$ cat src/rtl/fpmul_bus_pkg.sv
// Shared constants and state type for the FP multiplier bus driver.
// Mirrors the wrapper's 2-bit register map and status word layout.
package fpmul_bus_pkg;

  localparam logic [1:0] FPM_ADDR_OPA  = 2'd0;
  localparam logic [1:0] FPM_ADDR_OPB  = 2'd1;
  localparam logic [1:0] FPM_ADDR_RES  = 2'd2;  // product read / start write
  localparam logic [1:0] FPM_ADDR_STAT = 2'd3;

  localparam int FPM_STAT_DONE     = 0;
  localparam int FPM_STAT_START    = 16;
  localparam int FPM_STAT_FLAGS_LO = 8;
  localparam int FPM_STAT_FLAGS_HI = 13;

  localparam logic [31:0] FPM_START_WORD = 32'h0001_0000;

  typedef enum logic [2:0] {
    ST_IDLE,
    ST_WR_A,
    ST_WR_B,
    ST_WR_GO,
    ST_GAP,
    ST_POLL,
    ST_RD_P,
    ST_RESP
  } fpm_drv_state_t;

endpackage

$ cat src/rtl/fpmul_drv_timeout.sv
// Poll-cycle counter for the bus driver: synchronous clear, count enable,
// and a terminal-count flag raised once TIMEOUT-1 polls have elapsed.
module fpmul_drv_timeout #(
  parameter int TIMEOUT = 64
) (
  input  logic clk,
  input  logic rst,
  input  logic clr,
  input  logic en,
  output logic tc
);

  localparam int TO_W = $clog2(TIMEOUT + 1);

  logic [TO_W-1:0] cnt_q, cnt_d;

  always_comb begin
    cnt_d = cnt_q;
    if (clr) begin
      cnt_d = '0;
    end else if (en) begin
      cnt_d = cnt_q + 1'b1;
    end
  end

  always_ff @(posedge clk or negedge rst) begin
    if (!rst) begin
      cnt_q <= '0;
    end else begin
      cnt_q <= cnt_d;
    end
  end

  assign tc = (cnt_q == TO_W'(TIMEOUT - 1));

endmodule

$ cat src/rtl/fpmul_bus_driver.sv
// Bus initiator that runs the FP multiplier wrapper's register sequence
// (write A, write B, start, poll, read product) for one operand pair at a time.
module fpmul_bus_driver
  import fpmul_bus_pkg::*;
#(
  parameter int TIMEOUT = 64
) (
  input  logic        clk,
  input  logic        rst,
  input  logic        req_valid,
  output logic        req_ready,
  input  logic [31:0] req_a,
  input  logic [31:0] req_b,
  output logic        res_valid,
  input  logic        res_ready,
  output logic [31:0] res_p,
  output logic [5:0]  res_flags,
  output logic        res_timeout,
  output logic        busy,
  output logic [1:0]  bus_a,
  output logic        bus_we,
  output logic [31:0] bus_wd,
  input  logic [31:0] bus_rd
);

  // Handshakes: a transfer occurs on a rising edge where valid and ready are
  // both high; valid never depends on ready, and res_* hold until accepted.

  fpm_drv_state_t state_q, state_d;
  logic [31:0]    op_a_q, op_a_d;
  logic [31:0]    op_b_q, op_b_d;
  logic [31:0]    res_p_q, res_p_d;
  logic [5:0]     flags_q, flags_d;
  logic           timeout_q, timeout_d;
  logic           to_clr, to_en, to_tc;
  logic           done;

  assign done = bus_rd[FPM_STAT_DONE];

  fpmul_drv_timeout #(.TIMEOUT(TIMEOUT)) u_timeout (
    .clk (clk),
    .rst (rst),
    .clr (to_clr),
    .en  (to_en),
    .tc  (to_tc)
  );

  always_comb begin
    state_d   = state_q;
    op_a_d    = op_a_q;
    op_b_d    = op_b_q;
    res_p_d   = res_p_q;
    flags_d   = flags_q;
    timeout_d = timeout_q;
    to_clr    = 1'b0;
    to_en     = 1'b0;
    case (state_q)
      ST_IDLE: begin
        if (req_valid) begin
          op_a_d  = req_a;
          op_b_d  = req_b;
          state_d = ST_WR_A;
        end
      end
      ST_WR_A:  state_d = ST_WR_B;
      ST_WR_B:  state_d = ST_WR_GO;
      ST_WR_GO: begin
        to_clr  = 1'b1;
        state_d = ST_GAP;
      end
      // The wrapper may still show the previous done right after start.
      ST_GAP:   state_d = ST_POLL;
      ST_POLL: begin
        if (done) begin
          flags_d = bus_rd[FPM_STAT_FLAGS_HI:FPM_STAT_FLAGS_LO];
          state_d = ST_RD_P;
        end else if (to_tc) begin
          res_p_d   = '0;
          flags_d   = '0;
          timeout_d = 1'b1;
          state_d   = ST_RESP;
        end else begin
          to_en = 1'b1;
        end
      end
      ST_RD_P: begin
        res_p_d = bus_rd;
        state_d = ST_RESP;
      end
      ST_RESP: begin
        if (res_ready) begin
          timeout_d = 1'b0;
          state_d   = ST_IDLE;
        end
      end
      default: state_d = ST_IDLE;
    endcase
  end

  always_ff @(posedge clk or negedge rst) begin
    if (!rst) begin
      state_q   <= ST_IDLE;
      op_a_q    <= '0;
      op_b_q    <= '0;
      res_p_q   <= '0;
      flags_q   <= '0;
      timeout_q <= 1'b0;
    end else begin
      state_q   <= state_d;
      op_a_q    <= op_a_d;
      op_b_q    <= op_b_d;
      res_p_q   <= res_p_d;
      flags_q   <= flags_d;
      timeout_q <= timeout_d;
    end
  end

  always_comb begin
    bus_a  = FPM_ADDR_STAT;
    bus_we = 1'b0;
    bus_wd = '0;
    case (state_q)
      ST_WR_A: begin
        bus_a  = FPM_ADDR_OPA;
        bus_we = 1'b1;
        bus_wd = op_a_q;
      end
      ST_WR_B: begin
        bus_a  = FPM_ADDR_OPB;
        bus_we = 1'b1;
        bus_wd = op_b_q;
      end
      ST_WR_GO: begin
        bus_a  = FPM_ADDR_RES;
        bus_we = 1'b1;
        bus_wd = FPM_START_WORD;
      end
      ST_RD_P:  bus_a = FPM_ADDR_RES;
      default:  ;
    endcase
  end

  // Gated by rst so nothing is accepted while reset is held.
  assign req_ready   = rst && (state_q == ST_IDLE);
  assign busy        = (state_q != ST_IDLE);
  assign res_valid   = (state_q == ST_RESP);
  assign res_p       = res_p_q;
  assign res_flags   = flags_q;
  assign res_timeout = timeout_q;

endmodule

$ cat config.mk
export PLATFORM = sky130hd
export DESIGN_NAME = fpmul_bus_driver
export DESIGN_NICKNAME = d
export VERILOG_FILES = /design/src/rtl/fpmul_bus_pkg.sv /design/src/rtl/fpmul_drv_timeout.sv /design/src/rtl/fpmul_bus_driver.sv
export SDC_FILE = /design/constraint.sdc
export NUM_CORES = 1
export LEC_CHECK = 0
export CAP_MARGIN = 20
export CORE_AREA = 2 2 83 144
export CTS_CLUSTER_DIAMETER = 60
export DETAILED_ROUTE_END_ITERATION = 8
export DIE_AREA = 0 0 85 146
export HOLD_SLACK_MARGIN = 0.06
export MAX_ROUTING_LAYER = met4
export PLACE_DENSITY = 0.88
export SLEW_MARGIN = 20
export SYNTH_ARGS = -nofsm -noshare
export SYNTH_HDL_FRONTEND = slang
export SYNTH_HIERARCHICAL = 1
export SYNTH_SLANG_ARGS = --single-unit
$ cat constraint.sdc
create_clock -name clk -period 5.2 [get_ports clk]
set_clock_uncertainty 0.1 [all_clocks]
set_input_delay 0.78 -clock clk [delete_from_list [all_inputs] [get_ports clk]]
set_output_delay 0.78 -clock clk [all_outputs]
set_load 0.01 [all_outputs]
==> impl_metrics.toml, run 1 <==
[outcome]
outcome = "completed"

[logic_synthesis]
synth-edff-count = 0
synth-main-ff-cell = "dfrtp_1"
synthTopCellsByArea = "dfrtp_1, mux2_4, a22o_1"
seq_area_frac_synth_pct = 57.5
syn_avg_cell_area_sq_um = 14.7
yosys.area.top_type = "dfrtp_1"
synth_area_sq_um = 4920
yosysWarnings = 6
synthesis.nets = 435
synthDistinctLibCells = 35
ys_ff_latch = 113
synthCells = 334
synth_top_area_share_pct = 57.5
async_flop_share_pct = 100

[clocking]
cts_max_level = 4
clock_path_buffers = 2
cts_resized = 0
cts_setup_buffers = 0
cts_tree = "yes"
cts_buffers = 17
ctsHoldBuffers = 0
cts.sinks = 113
clock_latency_ps = 400
root_buffer = "clkbuf_16"
clkTransAtPathRegs_ps = 50

[placed_design]
hpwl_um = 8590
port_buffers = 176
pre_cts_slack_ps = 2080
placed_cell_area_sq_um = 6720
gp_congestion = 0.836

[grt]
grt_max_degree = 70
grt_use_met1_pct = 24.1
antenna_found_initial = 0
grt_util_met3_pct = 4.82
busiest_layer = "met2"
groute.usage.overall_pct = 21.4
use_met2_pct = 36.1
grt.overflow.total = 0
grt_pass1_vias = 3915
grt_pass1_wl_um = 20100

[critical_path]
slowest_delay_ps = 550
reg2reg_setup_slack_ps = 2620
critPathSlowestCell = "dfrtp_1"
arrival_ps = 2520
crit_chain = "nand2b_1, nor2_2, buf_4, a22o_1, clkdlybuf4s50_1"
worstSetupEndpointType = "output port"
crit_required_ps = 4320
path_class = "register to output port"
rr_worst_depth = 5
timing.rr.end = "u_timeout/cnt_q[6]"
crit_fanout = 31
start_kind = "register"
r2r_start = "state_q[2]"

[routing]
detail-route-antenna-nets = 0
drc = 0
drt_iter0_markers = 136
drt-pass1-iter-count = 5
wl_per_cell_um = 19.1
via_count = 3557
totalWireLength_um = 12500
via_per_inst = 5.42

[timing]
slew_violations = 0
period_share_pct = 65.4
hold_viol = 0
setup_tns_ps = 0
rsz0062_at_grt = "false"
period_minus_slack_ps = 3400
finalHoldWorstSlack_ps = 379
finalSetupViolCount = 0
setup_slack_ps = 1800
relSlewSlack_pct = 39.9
worstMarginPinSlew_ps = 893
max_freq_mhz = 294

[layout]
fin_util_pct = 66.2
final_cell_mix = "clkdlybuf4s50_1, dfrtp_1, a22o_1"
finalNetCount = 612
final_common_cell = "clkdlybuf4s50_1"
drive_gt1_share_pct = 21.2
diodes = 0
fin_area_sq_um = 7390
fillCellCount = 788
area_delta_synth_final_pct = 50.2

[die]
rows = 51
die_width_um = 85
ios = 177
die_h_um = 146
dieArea_sq_um = 12400
core_area_sq_um = 11200
start_util_pct = 44.1

[power_and_ir_drop]
p_per_area_nw_per_um2 = 599
p_leak_nw = 3.24
peakVddDrop_v = 0.000417

[worst_hold_path]
hold_class = "input port to async pin"

[flow_run]
maxCapViolCount = 0
sequential cells by signal, summed over array words and instances, names as in the netlist:
| signal | cells |
|---|---|
| op_a_q | 32 |
| res_p | 32 |
| u_timeout/cnt_q | 7 |
| res_flags | 6 |
| state_q | 3 |
| res_timeout | 1 |
| op_b_q | 32 |
synthesized netlist by cell type, drive strengths merged, types with 2 or more instances:
library cell / number
a22o: 69
inv: 3
or3: 3
a21oi: 7
nand2: 8
nor3: 3
nand2b: 2
dfrtp: 113
a21o: 2
xor2: 3
nor2: 15
and2: 2
mux2: 64
clkbuf: 2
o21ai: 4
nand4: 3
buf: 21
metrics by stage:
step	power, W	cells
6_report	0.00443	656
3_3_place_gp	0.00311	623
5_1_grt	0.00465	656
4_1_cts	0.00447	655
3_5_place_dp	0.00319	623
2_1_floorplan	0.00246	334
layout make-up:
type                            count  area [sq um]  share of cell area, %
Multi-Input combinational cell    195          1930                   26.1
Tap cell                          132           165                   2.24
Clock inverter                     12           180                   2.44
Timing Repair Buffer              181          1810                   24.5
Clock buffer                       20           467                   6.32
Sequential cell                   113          2830                   38.3
Inverter                            3          11.3                  0.152
where the power goes:
| part | internal, W | switching [W] |
|---|---|---|
| clock network | 0.000841 | 0.000401 |
| logic | 0.00101 | 0.000595 |
| registers | 0.00129 | 0.000290 |
layer usage:
layer / up-vias / wire length (um)
li1: 1595 / -
met1: 1782 / 4870
met2: 160 / 6750
met3: 20 / 653
met4: 0 / 245
met5: - / 0
worst max-delay path, delay by kind of cell, from the launching register on:
family	cells	cell delay, ps
AOI/OAI and AO/OA	1	230
and+or+nand+nor	2	430
buffers and inverters	2	900
DFF	1	550
cell families after synthesis:
kind of cell | after synthesis | share of synthesized area, %
buf+inv | 26 | 3.51
compound gates | 85 | 14.2
flops | 113 | 57.5
fa+ha+maj | 1 | 0.254
simple gates | 40 | 4.37
mux | 65 | 19.4
xor+xnor | 4 | 0.712
how the worst max path moves through the flow:
stage / from / to / slack [ps]
after floorplan: bus_rd[0] / u_timeout/cnt_q[5] / 2910
after global placement: rst / req_ready / 2080
after detailed placement: rst / req_ready / 2080
after CTS: state_q[0] / bus_wd[6] / 1760
after global routing: state_q[0] / bus_wd[0] / 1670
final: state_q[0] / bus_wd[6] / 1800
Note: power is estimated with default switching activity, not from simulation.
==> inputs of run 2 (changes only) <==
==> constraint.sdc (replaced) <==
create_clock -name clk -period 3.4 [get_ports clk]
set_clock_uncertainty 0.1 [all_clocks]
set_input_delay 0.51 -clock clk [delete_from_list [all_inputs] [get_ports clk]]
set_output_delay 0.51 -clock clk [all_outputs]
set_load 0.01 [all_outputs]
==> run 2 against run 1 <==
Sequential cell count unchanged. Critical path depth unchanged. Register-to-register slack got worse by 1600 ps. Highest routed layer unchanged.
==> impl_metrics.toml, run 2 (synthesized netlist as in run 1, its figures left out) <==
[timing]
max_freq_mhz = 323
setup_tns_ps = 0
finalHoldWorstSlack_ps = 396
slew_violations = 0
relSlewSlack_pct = 51.6
period_minus_slack_ps = 3100
rsz0062_at_grt = "false"
finalSetupViolCount = 0
period_share_pct = 91.1
setup_slack_ps = 302
hold_viol = 0
worstMarginPinSlew_ps = 720

[placed_design]
gp_congestion = 0.897
port_buffers = 176
hpwl_um = 8540
pre_cts_slack_ps = 751

[routing]
drc = 0
via_per_inst = 5.37
totalWireLength_um = 12300
detail-route-antenna-nets = 0
wl_per_cell_um = 18.7
via_count = 3535
drt_iter0_markers = 135
drt-pass1-iter-count = 6

[power_and_ir_drop]
p_leak_nw = 3.26
power_switching_w = 0.00193
power.internal_w = 0.00475
peakVddDrop_v = 0.000654
p_per_area_nw_per_um2 = 903
combPwrFrac_pct = 37.1
p_seq_share_pct = 36.3
switching_share_pct = 28.9
clkPwrFrac_pct = 26.7

[layout]
finalNetCount = 615
area_delta_synth_final_pct = 50.3
final_common_cell = "clkdlybuf4s50_1"
fillCellCount = 804
drive_gt1_share_pct = 20.9
fin_util_pct = 66.2
final_cell_mix = "clkdlybuf4s50_1, dfrtp_1, a22o_1"
diodes = 0

[outcome]
outcome = "completed"

[critical_path]
crit_required_ps = 2790
rr_worst_depth = 6
crit_fanout = 31
reg2reg_setup_slack_ps = 1060
timing.rr.end = "res_p[20]"
path_class = "register to output port"
arrival_ps = 2490
worstSetupEndpointType = "output port"
r2r_start = "u_timeout/cnt_q[0]"
start_kind = "register"

[worst_hold_path]
hold_path_startpoint = "res_p[16]"
hold_class = "register to register"
whs_path_depth = 1
hold_end = "res_p[16]"

[die]
rows = 51
start_util_pct = 44.1
die_h_um = 146
ios = 177
dieArea_sq_um = 12400
core_area_sq_um = 11200
die_width_um = 85

[clocking]
cts_buffers = 17
clkTransAtPathRegs_ps = 50
cts_tree = "yes"
cts_max_level = 4
root_buffer = "clkbuf_16"
clock_path_buffers = 2
cts.sinks = 113
clock_latency_ps = 400

[grt]
grt_pass1_vias = 3873
groute.usage.overall_pct = 21.0
grt_pass1_wl_um = 20000
grt.overflow.total = 0
antenna_found_initial = 0
grt_max_degree = 81

[flow_run]
maxCapViolCount = 0
## run 2: cell count changes in the layout (fill, tap and decap cells not counted)
cell	previous run	this run
clkinv_2	1	4
clkinvlp_4	5	2
a21o_1	1	2
a21o_2	1	0
buf_16	0	1
buf_6	0	1
bufinv_16	4	3
clkbuf_1	0	1
dlygate4sd3_1	0	1
inv_6	1	0
## run 2: worst max-delay path by stage
stage / from / slack [ps] / cells past startpoint / to
floorplan: u_timeout/cnt_q[0] / 1120 / 6 / u_timeout/cnt_q[5]
global placement: state_q[0] / 790 / 5 / bus_wd[18]
detailed placement: state_q[0] / 750 / 5 / bus_wd[8]
CTS: state_q[0] / 300 / 5 / bus_wd[8]
global route: state_q[0] / 140 / 5 / bus_wd[18]
finish: state_q[0] / 300 / 5 / bus_wd[18]
## run 2: through the flow
| stage | cell area (sq um) | total power [W] | instances |
|---|---|---|---|
| after global routing | 7390 | 0.00704 | 658 |
| after global placement | 6750 | 0.00477 | 625 |
| after detailed placement | 6750 | 0.00487 | 625 |
| final | 7390 | 0.00667 | 658 |
| after floorplan | 4920 | 0.00376 | 334 |
| after CTS | 7360 | 0.00672 | 657 |
## run 2: power by group through the flow
stage          sequential (W)  clock [W]  combinational, W
2_1_floorplan         0.00237          0           0.00139
3_3_place_gp          0.00239          0           0.00238
3_5_place_dp          0.00241          0           0.00246
4_1_cts               0.00241    0.00183           0.00248
5_1_grt               0.00249    0.00191           0.00264
6_report              0.00242    0.00178           0.00247
## run 2: cell type report
class	instances	area, sq um	share of cell area, %
clock inverter	10	134	1.81
sequential	113	2830	38.2
timing repair buffer	184	1860	25.1
clock buffer	21	470	6.36
tap	132	165	2.23
multi-input combinational	195	1930	26.1
inverter	3	11.3	0.152
## run 2: timing repair
| action | CTS | global route |
|---|---|---|
| hold buffers | 1 | 0 |
| resized for setup | 0 | 0 |
| hold endpoints to repair | 33 | 0 |
| buffers inserted | 0 | 0 |
## run 2: metal layers
layer | vias up | part of all wire [%] | GRT usage (%)
met5 | - | 0 | -
li1 | 1605 | - | -
met1 | 1784 | 42 | 25.0
met3 | 13 | 4.4 | 5.56
met4 | 0 | 1.3 | 6.51
met2 | 133 | 53 | 34.5
## run 2: critical path, cell delays in order (launching register included)
cell and delay (ps):
dfrtp_1 550, nand2b_1 300, nor2_2 110, buf_4 340
a22o_1 240, clkdlybuf4s50_1 550
